## src/rtl/seg_scan_ctrl_pkg.sv

```systemverilog
// Shared constants and helpers for the multiplexed BCD digit scanner.
// Slot math and blanking rules live here so the top stays readable.
package seg_scan_ctrl_pkg;

   localparam int NUM_DIGITS = 4;
   localparam int IDX_W = 2;
   localparam logic [3:0] BCD_MAX = 4'd9;
   localparam logic [3:0] BLANK_EN_N = 4'b1111;

   typedef logic [IDX_W-1:0] idx_t;

   // Nibble k of a packed four-digit value.
   function automatic logic [3:0] nib(
      input logic [15:0] v,
      input idx_t k
   );
      return v[{k, 2'b00} +: 4];
   endfunction

   // Code outside 0..9.
   function automatic logic nib_bad(input logic [3:0] n);
      return n > BCD_MAX;
   endfunction

   // Any of the four digits outside 0..9.
   function automatic logic has_bad(input logic [15:0] v);
      logic b;
      b = 1'b0;
      for (int i = 0; i < NUM_DIGITS; i++) begin
         if (nib_bad(nib(v, idx_t'(i)))) b = 1'b1;
      end
      return b;
   endfunction

   // Slot k is dark when its code is invalid, or when it is a
   // leading zero (digits k..3 all zero) and k is not the units digit.
   function automatic logic slot_blank(
      input logic [15:0] v,
      input idx_t k,
      input logic lz
   );
      logic upper_nz;
      upper_nz = 1'b0;
      for (int i = 0; i < NUM_DIGITS; i++) begin
         if (i >= int'(k) && nib(v, idx_t'(i)) != 4'h0) upper_nz = 1'b1;
      end
      return nib_bad(nib(v, k)) || (lz && k != '0 && !upper_nz);
   endfunction

endpackage

```

## src/rtl/seg_scan_ctrl_prescaler.sv

```systemverilog
// Free-running divider: one-cycle tick every CLK_DIV clocks.
// Tick is asserted while the count sits at its terminal value.
module scan_prescaler #(
   parameter int CLK_DIV = 50000
) (
   input  logic clk,
   input  logic rst,
   output logic tick
);

   localparam int CW = (CLK_DIV > 1) ? $clog2(CLK_DIV) : 1;
   localparam logic [CW-1:0] LAST = CW'(CLK_DIV - 1);

   logic [CW-1:0] cnt_q;
   logic [CW-1:0] cnt_d;

   // Terminal-count detect and wrap.
   always_comb begin
      tick  = (cnt_q == LAST);
      cnt_d = tick ? '0 : cnt_q + CW'(1);
   end

   // Count register.
   always_ff @(posedge clk or posedge rst) begin
      if (rst) cnt_q <= '0;
      else     cnt_q <= cnt_d;
   end

endmodule

```

## src/rtl/seg_scan_ctrl.sv

```systemverilog
// Four-digit multiplexed display scanner with double-buffered value.
// New values land in a shadow and move to the display only at frame wrap.
module seg_scan_ctrl
   import seg_scan_ctrl_pkg::*;
#(
   parameter int CLK_DIV = 50000
) (
   input  logic        clk,
   input  logic        rst,
   input  logic        load,
   input  logic [15:0] bcd_in,
   input  logic        blank_lz,
   output logic        load_ack,
   output logic [3:0]  dig_bcd,
   output logic [3:0]  digit_en_n,
   output logic        frame_done,
   output logic        bcd_err
);

   logic tick;

   idx_t        idx_q, idx_d;
   logic [15:0] active_q, active_d;
   logic [15:0] shadow_q, shadow_d;
   logic        pending_q, pending_d;
   logic        err_q, err_d;
   logic        ack_q, ack_d;
   logic        fd_q, fd_d;
   logic [3:0]  dig_q, dig_d;
   logic [3:0]  en_q, en_d;
   logic        wrap;
   logic [3:0]  code;

   scan_prescaler #(
      .CLK_DIV(CLK_DIV)
   ) u_presc (
      .clk (clk),
      .rst (rst),
      .tick(tick)
   );

   // Next state: slot advance, shadow capture, frame-boundary transfer,
   // and the pad drive for the slot that will be shown next cycle.
   always_comb begin
      idx_d     = idx_q;
      active_d  = active_q;
      shadow_d  = shadow_q;
      pending_d = pending_q;
      err_d     = err_q;
      wrap      = tick && (idx_q == idx_t'(NUM_DIGITS - 1));

      if (tick) idx_d = idx_q + idx_t'(1);

      if (load) begin
         shadow_d  = bcd_in;
         pending_d = 1'b1;
      end

      if (wrap) begin
         if (load) begin
            active_d  = bcd_in;
            pending_d = 1'b0;
            err_d     = has_bad(bcd_in);
         end else if (pending_q) begin
            active_d  = shadow_q;
            pending_d = 1'b0;
            err_d     = has_bad(shadow_q);
         end
      end

      ack_d = load;
      fd_d  = wrap;
      code  = nib(active_d, idx_d);
      dig_d = nib_bad(code) ? 4'h0 : code;
      en_d  = slot_blank(active_d, idx_d, blank_lz)
              ? BLANK_EN_N : ~(4'b0001 << idx_d);
   end

   // State and registered outputs.
   always_ff @(posedge clk or posedge rst) begin
      if (rst) begin
         idx_q     <= '0;
         active_q  <= '0;
         shadow_q  <= '0;
         pending_q <= 1'b0;
         err_q     <= 1'b0;
         ack_q     <= 1'b0;
         fd_q      <= 1'b0;
         dig_q     <= 4'h0;
         en_q      <= BLANK_EN_N;
      end else begin
         idx_q     <= idx_d;
         active_q  <= active_d;
         shadow_q  <= shadow_d;
         pending_q <= pending_d;
         err_q     <= err_d;
         ack_q     <= ack_d;
         fd_q      <= fd_d;
         dig_q     <= dig_d;
         en_q      <= en_d;
      end
   end

   assign load_ack   = ack_q;
   assign dig_bcd    = dig_q;
   assign digit_en_n = en_q;
   assign frame_done = fd_q;
   assign bcd_err    = err_q;

endmodule
```

## config.mk

```make
export PLATFORM = sky130hd
export DESIGN_NAME = seg_scan_ctrl
export DESIGN_NICKNAME = d
export VERILOG_FILES = /design/src/rtl/seg_scan_ctrl_pkg.sv /design/src/rtl/seg_scan_ctrl_prescaler.sv /design/src/rtl/seg_scan_ctrl.sv
export SDC_FILE = /design/constraint.sdc
export NUM_CORES = 1
export LEC_CHECK = 0
export CAP_MARGIN = 20
export CORE_UTILIZATION = 30
export DETAILED_ROUTE_END_ITERATION = 12
export HOLD_SLACK_MARGIN = 0.15
export PLACE_DENSITY_LB_ADDON = 0.08
export SYNTH_ARGS = -nofsm -noshare
export SYNTH_HDL_FRONTEND = slang
export SYNTH_SLANG_ARGS = --single-unit
```

## constraint.sdc

```tcl
create_clock -name clk -period 3.7 [get_ports clk]
set_input_delay 0.37 -clock clk [delete_from_list [all_inputs] [get_ports clk]]
set_output_delay 0.37 -clock clk [all_outputs]
set_load 0.01 [all_outputs]
```

== After elaboration in Yosys (flattened, before gate mapping) ==
Cells that the tools add are included.

* $add $sub $neg: 2
* Magnitude comparators: 12
* Eq/ne operators: 2
* Shift operators: 2
* Muxes and demuxes: 25
* Bitwise operators: 1
* Reduce and logical (&&, ||, !) cells: 15

{| class="wikitable"
|+ Operator list
! cell !! count
|-
| $mux 16 || 4
|-
| $gt 4x4->1 const B || 9
|-
| $mux 1 || 18
|-
| $add 16x1->16 const B || 1
|-
| $eq 16x16->1 const B || 1
|-
| $reduce_bool 4->1 || 4
|-
| $shiftx 16x5->4 || 1
|-
| $mux 4 || 2
|-
| $logic_and 1x1->1 || 6
|-
| $ge 1x2->1 const A || 2
|-
| $not 4->4 || 1
|-
| $reduce_bool 2->1 || 2
|-
| $shl 1x2->4 const A || 1
|-
| $add 2x1->2 const B || 1
|-
| $eq 2x2->1 const B || 1
|-
| $ge 2x2->1 const A || 1
|-
| $mux 2 || 1
|-
| $reduce_and 2->1 || 1
|-
| $logic_not 1->1 || 1
|-
| $logic_or 1x1->1 || 1
|}

* Bits in registers: 62
* Input bits: 20
* Output and inout port bits: 11

== Depth between registers and ports, before layout ==
Gate-level depths: netlist of run 1.

* Word-level depth: 13
* Mapped depth: 11

== By module ==
A second synthesis of run 1 with hierarchy kept.

* Cell total of the unflattened synthesis: 262
* Area total of the unflattened synthesis: 2941.6 um^2

{| class="wikitable"
|+ By module, submodules not included
! module !! times used !! cells each !! area each (um^2)
|-
| seg_scan_ctrl || 1 || 194 || 2184.6
|-
| scan_prescaler || 1 || 68 || 757.0
|}

== Worst setup path before layout of run 1 ==
Ideal clock, no wire load.

* Kind: register to register
* Start: register u_presc.cnt_q[4]
* End: register dig_q[0] (netlist: dig_bcd[0])
* Library setup time: 0.119 ns
* Arrival: 2.856 ns
* Data required time: 3.581 ns
* Slack: 0.725 ns
* Cell stages (with the launch flop): 9
* Period minus slack after synthesis: 2.975 ns
* Cells stage by stage: dfrtp_1 -> or4b_1 -> buf_6 -> or4_4 -> buf_6 -> nor2_8 -> mux2_2 -> mux4_2 -> and2_1

* Longest elaborated chain between the ends: 6
* Elaborated cells between the ends (all ways): 7

{| class="wikitable"
|+ RTL lines
! what !! line !! text
|-
| start, declared || seg_scan_ctrl_prescaler.sv:14 || <nowiki>logic [CW-1:0] cnt_q;</nowiki>
|-
| start signal, assigned || seg_scan_ctrl_prescaler.sv:26 || <nowiki>else cnt_q <= cnt_d;</nowiki>
|-
| $eq 16x16->1 * || seg_scan_ctrl_prescaler.sv:19 || <nowiki>tick = (cnt_q == LAST);</nowiki>
|-
| $logic_and 1x1->1 * || seg_scan_ctrl.sv:50 || <nowiki>wrap = tick && (idx_q == idx_t'(NUM_DIGITS - 1));</nowiki>
|-
| $mux 16 * || seg_scan_ctrl.sv:59 || <nowiki>if (wrap) begin</nowiki>
|-
| via active_d[8] || seg_scan_ctrl.sv:23 || <nowiki>logic [15:0] active_q, active_d;</nowiki>
|-
| $shiftx 16x5->4 * || seg_scan_ctrl_pkg.sv:17 || <nowiki>return v[{k, 2'b00} +: 4];</nowiki>
|-
| $gt 4x4->1 || seg_scan_ctrl_pkg.sv:22 || <nowiki>return n > BCD_MAX;</nowiki>
|-
| $mux 4 * || seg_scan_ctrl.sv:74 || <nowiki>dig_d = nib_bad(code) ? 4'h0 : code;</nowiki>
|-
| via dig_d[0] || seg_scan_ctrl.sv:29 || <nowiki>logic [3:0] dig_q, dig_d;</nowiki>
|-
| end signal, assigned || seg_scan_ctrl.sv:99 || <nowiki>dig_q <= dig_d;</nowiki>
|-
| end, declared || seg_scan_ctrl.sv:29 ||
|}

Mark *: on every way through the listed nets, which the timed path passes. The rest lies on a longest branch.
A chain may end at the register's enable or synchronous reset.

== Worst setup path in the final report of run 1 ==
* Start: register u_presc.cnt_q[4]
* End: register en_q[2] (netlist: digit_en_n[2])

* Elaborated cells between the ends (all ways): 28

{| class="wikitable"
|+ RTL lines
! what !! line !! text
|-
| $eq 16x16->1 * || seg_scan_ctrl_prescaler.sv:19 ||
|-
| $logic_and 1x1->1 * || seg_scan_ctrl.sv:50 ||
|-
| $mux 16 * || seg_scan_ctrl.sv:59 ||
|-
| via active_d[10] || seg_scan_ctrl.sv:23 ||
|-
| parallel branches: the longest is 6 deep, another holds $gt 4x4->1 || n/a ||
|-
| $logic_or 1x1->1 * || seg_scan_ctrl_pkg.sv:47 || <nowiki>return nib_bad(nib(v, k)) || (lz && k != '0 && !upper_nz);</nowiki>
|-
| $mux 4 * || seg_scan_ctrl.sv:76 || <nowiki>? BLANK_EN_N : ~(4'b0001 << idx_d);</nowiki>
|-
| via en_d[2] || seg_scan_ctrl.sv:30 || <nowiki>logic [3:0] en_q, en_d;</nowiki>
|-
| end signal, assigned || seg_scan_ctrl.sv:100 || <nowiki>en_q <= en_d;</nowiki>
|-
| end, declared || seg_scan_ctrl.sv:30 ||
|}

Mark *: on every way through the listed nets, which the timed path passes.

==> run_results.csv, run 1 <==
group,metric,value,unit
sta,fmax,0.305,GHz
grt,busiest_layer,"met2",
detailed_routing,drt_pass1_iterations,4,
worst_setup_path,cp-end-kind,"flip-flop",
grt,antenna_found_initial,0,
yosys,yosysSeqAreaShare,0.539,
sta,slew_headroom,0.466,
clock_tree,cts.sinks,62,
clock_tree,hold_buffers,0,
sta,rsz0062_at_grt,"false",
grt,grt.total_usage,0.145,
sta,tns,0,ns
finish,finalNetCount,316,
clock_tree,cts_buffers,9,
yosys,synth_fp_nets,273,
yosys,synth_commonest_cells,"58 x dfrtp_1, 20 x nand2_1, 19 x o21ai_0, 18 x nor2_1, 17 x nand3_1",
yosys,ys_top_cells_by_area,"dfrtp_1 50%, mux2_2 4.3%, dfstp_2 3.6%",
floorplan,fp.coreArea,9280,um^2
yosys,synth_largest_area_cell,"dfrtp_1",
sta,final_max_slew_viol_count,0,
worst_setup_path,cp-start-kind,"flip-flop",
yosys,ys.flop_type,"dfrtp_1",
clock_tree,clkTransAtPathRegs,0.07,ns
placed_design,dpl_cell_area,3360,um^2
grt,grt_use_met1,0.204,
finish,post-route-cell-area,3590,um^2
worst_setup_path,worstPathRequired,3.92,ns
detailed_routing,vias,1983,
worst_setup_path,ff2ff_path_depth,8,
grt,grt_max_degree,29,
grt,gr-total-overflow,0,
yosys,synth-edff-count,0,
yosys,async_flop_share,1.00,
worst_setup_path,regToRegEndpoint,"digit_en_n[2]",
flow_run,max_cap_viol_count,0,
min_path,hold_path_class,"primary input to asynchronous set/reset pin",
clock_tree,clock_tree.root_cell,"clkbuf_8",
yosys,yosys_warnings,0,
pwr,p_per_area,410,nW/um^2
yosys,synth_cell_types,47,
clock_tree,cts_setup_buffers,0,
yosys,ys_ff_latch,62,
detailed_routing,drc_errors,0,
yosys,syn_area,2890,um^2
worst_setup_path,path_class,"flip-flop to flip-flop",
placed_design,gp_congestion,0.722,
finish,area_delta_synth_final,24.3,%
yosys,netlist_instances,251,
detailed_routing,avgRoutedWirePerCell,15.0,um
worst_setup_path,cp_num_buf_inv,0,
floorplan,dieArea,10000,um^2
finish,drive_gt1_frac,0.194,
clock_tree,clock_path_buffers,2,
sta,worst_pin_slew,0.795,ns
worst_setup_path,regToRegSetupSlack,0.43,ns
worst_setup_path,crit_fanout,14,
grt,globalRouteMet2Util,0.215,
pwr,p_leak,1.53,nW
sta,fin_crit,3.27,ns
yosys,yosysMostFrequentCell,"dfrtp_1",
sta,setup_viol,0,
floorplan,die_y,100,um
worst_setup_path,reg2reg_from,"u_presc.cnt_q[4]",
worst_setup_path,cp_slowest_cell,"or4_4",
worst_setup_path,cp.arrival,3.49,ns
sta,fin_crit_sh,0.885,
sta,hold_viol,0,
detailed_routing,dr.first_iter.drc_count,71,
status,status,"finished clean",
yosys,syn_area_per_cell,11.5,um^2
grt,grt_pass1_vias,2057,
pwr,ir_worst_vdd,177,uV
detailed_routing,viasPerCell,4.63,
grt,grt.met3_usage,0.0383,
grt,grt_pass1_wl,11000,um
detailed_routing,drt_wl_total,6420,um
worst_setup_path,cp_cell_sequence,"or4b_1 > or4_4 > nor2_8 > mux2_1 > a22oi_1 > nand3_1 > o21ai_2 > nand3_1",
floorplan,row_count,35,
clock_tree,cts_resized,0,
placed_design,dp_hpwl,4630,um
floorplan,start_util,0.311,
floorplan,pin_count,31,
clock_tree,clkLatencyLatePin,0.34,ns
clock_tree,h-tree-depth,3,
worst_setup_path,cp_common_cell,"nand3_1",
worst_setup_path,cp_top_family,"simple AND/OR/NAND/NOR gates",
floorplan,die_w,100,um
yosys,synth_top_area_share,0.503,
placed_design,numPortBuffers,30,
clock_tree,tritoncts,"yes",
worst_setup_path,max_stage_delay,0.73,ns
sta,skew,0.00821,ns
finish,diodes,0,
detailed_routing,ant_nets,0,
[flip-flops by register name, indices dropped and copies added, names as in the netlist]
register / flops
bcd_err: 1
pending_q: 1
idx_q: 2
dig_bcd: 4
shadow_q: 16
active_q: 16
load_ack: 1
u_presc.cnt_q: 16
frame_done: 1
digit_en_n: 4
[logic make-up (layout without fill, tap and decap cells)]
group / after synthesis / count (layout) / share of synthesized area
fa+ha+maj: 2 / 2 / 0.00867
simple gates: 90 / 90 / 0.177
xor+xnor: 13 / 13 / 0.0394
buf+inv: 18 / 66 / 0.0321
compound gates: 39 / 39 / 0.0867
flops: 62 / 62 / 0.539
mux: 27 / 27 / 0.117
[worst max path at each step]
stage,from,end,slack (ns),cells after the start
after floorplan,u_presc.cnt_q[4],dig_bcd[0],0.73,8
after global placement,u_presc.cnt_q[4],digit_en_n[2],0.50,8
after detailed placement,u_presc.cnt_q[4],digit_en_n[2],0.45,8
after CTS,u_presc.cnt_q[4],digit_en_n[2],0.41,8
after global routing,u_presc.cnt_q[4],digit_en_n[2],0.27,8
final,u_presc.cnt_q[4],digit_en_n[2],0.43,8
[report_power, final]
group          total, mW  internal [mW]  switching (mW)
Combinational     0.0912         0.0450          0.0462
Sequential         0.710          0.699          0.0116
Clock              0.668          0.395           0.273
Total               1.47           1.14           0.330
[cells in the final DEF (no fill, tap or decap), types with 4 or more instances in the layout]
cell type         n
a32oi_1           6
nor2_1           18
clkdlybuf4s50_1  30
nand3_1          17
nand4_1           6
o21ai_0          19
dfrtp_1          58
inv_1             9
mux2i_1           7
xnor2_1           7
xor2_1            6
mux2_2           11
nor3_1            4
buf_4             9
clkbuf_8         10
nand2_1          20
mux2_4            4
nor2b_1           6
dfstp_2           4
nor4_1            4
[final cells by class]
| class | count | area, um^2 |
|---|---|---|
| clock buffer | 10 | 138 |
| clock inverter | 6 | 85.1 |
| timing repair buffer | 39 | 368 |
| fill | 928 | 5700 |
| multi-input combinational | 171 | 1240 |
| tap | 129 | 161 |
| sequential | 62 | 1560 |
| inverter | 11 | 41.3 |
[routing by layer]
| metal | up-vias | part of all wire |
|---|---|---|
| li1 | 990 | - |
| met1 | 955 | 0.51 |
| met2 | 32 | 0.45 |
| met3 | 6 | 0.036 |
| met4 | 0 | 0.011 |
| met5 | - | 0 |
[stage by stage]
stage                      util  std cells  power [mW]  hold WS, ns  setup WS [ns]
after floorplan               -        251       0.769        0.401          0.725
after global placement    0.362        412       0.818        0.470          0.500
after detailed placement  0.362        412       0.817        0.479          0.447
after CTS                 0.386        428        1.50        0.299          0.407
after global routing      0.386        428        1.54        0.313          0.266
final                     0.386        428        1.47        0.305          0.425
Note: power is estimated with default switching activity, not from simulation.
==> run 2, diff against run 1 <==
- CORE_UTILIZATION: 30 -> 35
==> run 2 against run 1 <==
Clock power is 1% lower. Final area decreased by 1.6%. Combinational power fell by 1%. Final cell count is 6.8% lower. Total power decreased by 0.65%. Setup slack improved by 0.027 ns. Critical endpoint unchanged. Largest cell class unchanged.
==> run_results.csv, run 2 (synthesized netlist as in run 1, its figures left out) <==
group,metric,value,unit
flow_run,max_cap_viol_count,0,
pwr,switchingPower,321,uW
clock_tree,cts_resized,0,
clock_tree,cts_buffers,9,
pwr,p_leak,1.52,nW
pwr,pwr-share-seq,0.486,
floorplan,die_w,92.8,um
sta,slew_headroom,0.361,
detailed_routing,vias,1992,
worst_setup_path,cp_cell_sequence,"or4b_1 > or4_4 > nor2_8 > mux2_1 > a22oi_1 > nand3_1 > o21ai_2 > nand3_1",
worst_setup_path,cp_num_buf_inv,0,
placed_design,pre_cts_ws,0.432,ns
placed_design,dp_hpwl,4520,um
sta,hold_viol,0,
finish,final_common_cell,"dfrtp_1",
floorplan,fp.coreArea,7850,um^2
pwr,ir_worst_vdd,302,uV
grt,antenna_found_initial,0,
pwr,intPower,1.14,mW
worst_setup_path,crit_fanout,14,
min_path,hold_path_class,"primary input to asynchronous set/reset pin",
worst_setup_path,path_class,"flip-flop to flip-flop",
floorplan,pin_count,31,
pwr,p_per_area,413,nW/um^2
finish,drive_gt1_frac,0.182,
worst_setup_path,cp_common_cell,"nand3_1",
worst_setup_path,cp-start-kind,"flip-flop",
worst_setup_path,cp-end-kind,"flip-flop",
finish,layout_common_cells,"58 x dfrtp_1, 30 x clkdlybuf4s50_1, 20 x nand2_1, 19 x o21ai_0, 18 x nor2_1",
clock_tree,clkLatencyLatePin,0.35,ns
placed_design,numPortBuffers,30,
grt,grt_pass1_wl,10400,um
sta,whs,0.427,ns
detailed_routing,drt_wl_total,6350,um
sta,fin_crit_sh,0.878,
sta,timing.final.ws_setup,0.452,ns
grt,grt_pass1_vias,2027,
detailed_routing,drt_pass1_iterations,4,
finish,top_regs,"active_q (16), shadow_q (16), u_presc.cnt_q (16)",
clock_tree,h-tree-depth,3,
worst_setup_path,cp_slowest_cell,"or4_4",
clock_tree,hold_buffers,0,
grt,grt.total_usage,0.164,
sta,fin_crit,3.25,ns
finish,finalNetCount,314,
sta,worst_pin_slew,0.952,ns
sta,skew,0.00864,ns
clock_tree,clkTransAtPathRegs,0.07,ns
clock_tree,cts.sinks,62,
pwr,pwr-share-comb,0.062,
worst_setup_path,cp.arrival,3.48,ns
detailed_routing,dr.first_iter.drc_count,124,
clock_tree,clock_path_buffers,2,
finish,area_delta_synth_final,22.3,%
pwr,p_clk_frac,0.452,
detailed_routing,viasPerCell,4.99,
floorplan,row_count,32,
floorplan,start_util,0.368,
floorplan,die_y,92.8,um
worst_setup_path,worstPathRequired,3.93,ns
finish,post-route-cell-area,3530,um^2
placed_design,dpl_cell_area,3320,um^2
grt,grt_max_degree,34,
status,status,"finished clean",
worst_setup_path,max_stage_delay,0.73,ns
sta,rsz0062_at_grt,"false",
worst_setup_path,cp_top_family,"simple AND/OR/NAND/NOR gates",
sta,fmax,0.308,GHz
clock_tree,tritoncts,"yes",
clock_tree,cts_setup_buffers,0,
finish,diodes,0,
pwr,p_sw_frac,0.220,
detailed_routing,avgRoutedWirePerCell,15.9,um
clock_tree,clock_tree.root_cell,"clkbuf_8",
detailed_routing,drc_errors,0,
sta,setup_viol,0,
placed_design,gp_congestion,0.781,
grt,gr-total-overflow,0,
sta,final_max_slew_viol_count,0,
sta,tns,0,ns
detailed_routing,ant_nets,0,
floorplan,dieArea,8610,um^2
## run 2: cell count changes in the layout (fill, tap and decap cells not counted)
| cell | change |
|---|---|
| clkinvlp_4 | -2 |
| buf_4 | -2 |
| clkbuf_1 | +2 |
## run 2: path summary, 6_finish.rpt
kind                                       start             to  slack, ns  cells after the start
worst max-delay path            u_presc.cnt_q[4]  digit_en_n[2]       0.45                      8
worst min-delay path                         rst       load_ack       0.43                      2
worst max register to register  u_presc.cnt_q[4]  digit_en_n[2]       0.45                      8
worst min register to register           bcd_err        bcd_err       0.48                      2
max in group asynchronous                    rst  digit_en_n[0]       2.36                      3
min in group clk                         bcd_err        bcd_err       0.48                      2
## run 2: final cells by class
type | count | area (um^2)
well taps | 102 | 128
fillers | 757 | 4320
flip-flops and latches | 62 | 1560
repair buffers | 37 | 353
clock buffers | 12 | 145
inverters | 11 | 41.3
multi-input cells | 171 | 1240
clock inverters | 4 | 70.1
## run 2: worst reg2reg max path, stage by stage (launching register included)
cell,delay [ns]
dfrtp_1,0.44
or4b_1,0.69
or4_4,0.73
nor2_8,0.25
mux2_1,0.38
a22oi_1,0.17
nand3_1,0.14
o21ai_2,0.24
nand3_1,0.10
## run 2: power by group through the flow
stage | clock network, mW | registers [mW] | logic, mW
global placement | 0 | 0.723 | 0.0929
floorplan | 0 | 0.719 | 0.0499
finish | 0.660 | 0.710 | 0.0899
detailed placement | 0 | 0.723 | 0.0924
global route | 0.713 | 0.713 | 0.101
CTS | 0.683 | 0.710 | 0.0930
## run 2: metrics by stage
stage	util	std cells	power, mW
global placement	0.423	383	0.816
floorplan	-	251	0.769
global route	0.450	399	1.53
finish	0.450	399	1.46
detailed placement	0.423	383	0.815
CTS	0.450	399	1.49
## run 2: per-layer routing
| layer | track usage | part of all wire |
|---|---|---|
| met1 | 0.217 | 0.49 |
| met2 | 0.245 | 0.45 |
| met3 | 0.0534 | 0.042 |
| met4 | 0.0692 | 0.011 |
| met5 | 0 | 0 |
==> run 3, diff against run 2 <==
- CTS_CLUSTER_DIAMETER: unset -> 60
==> results of run 3 <==
Same layout as run 2: the final DEF is identical, and so are final timing and power.
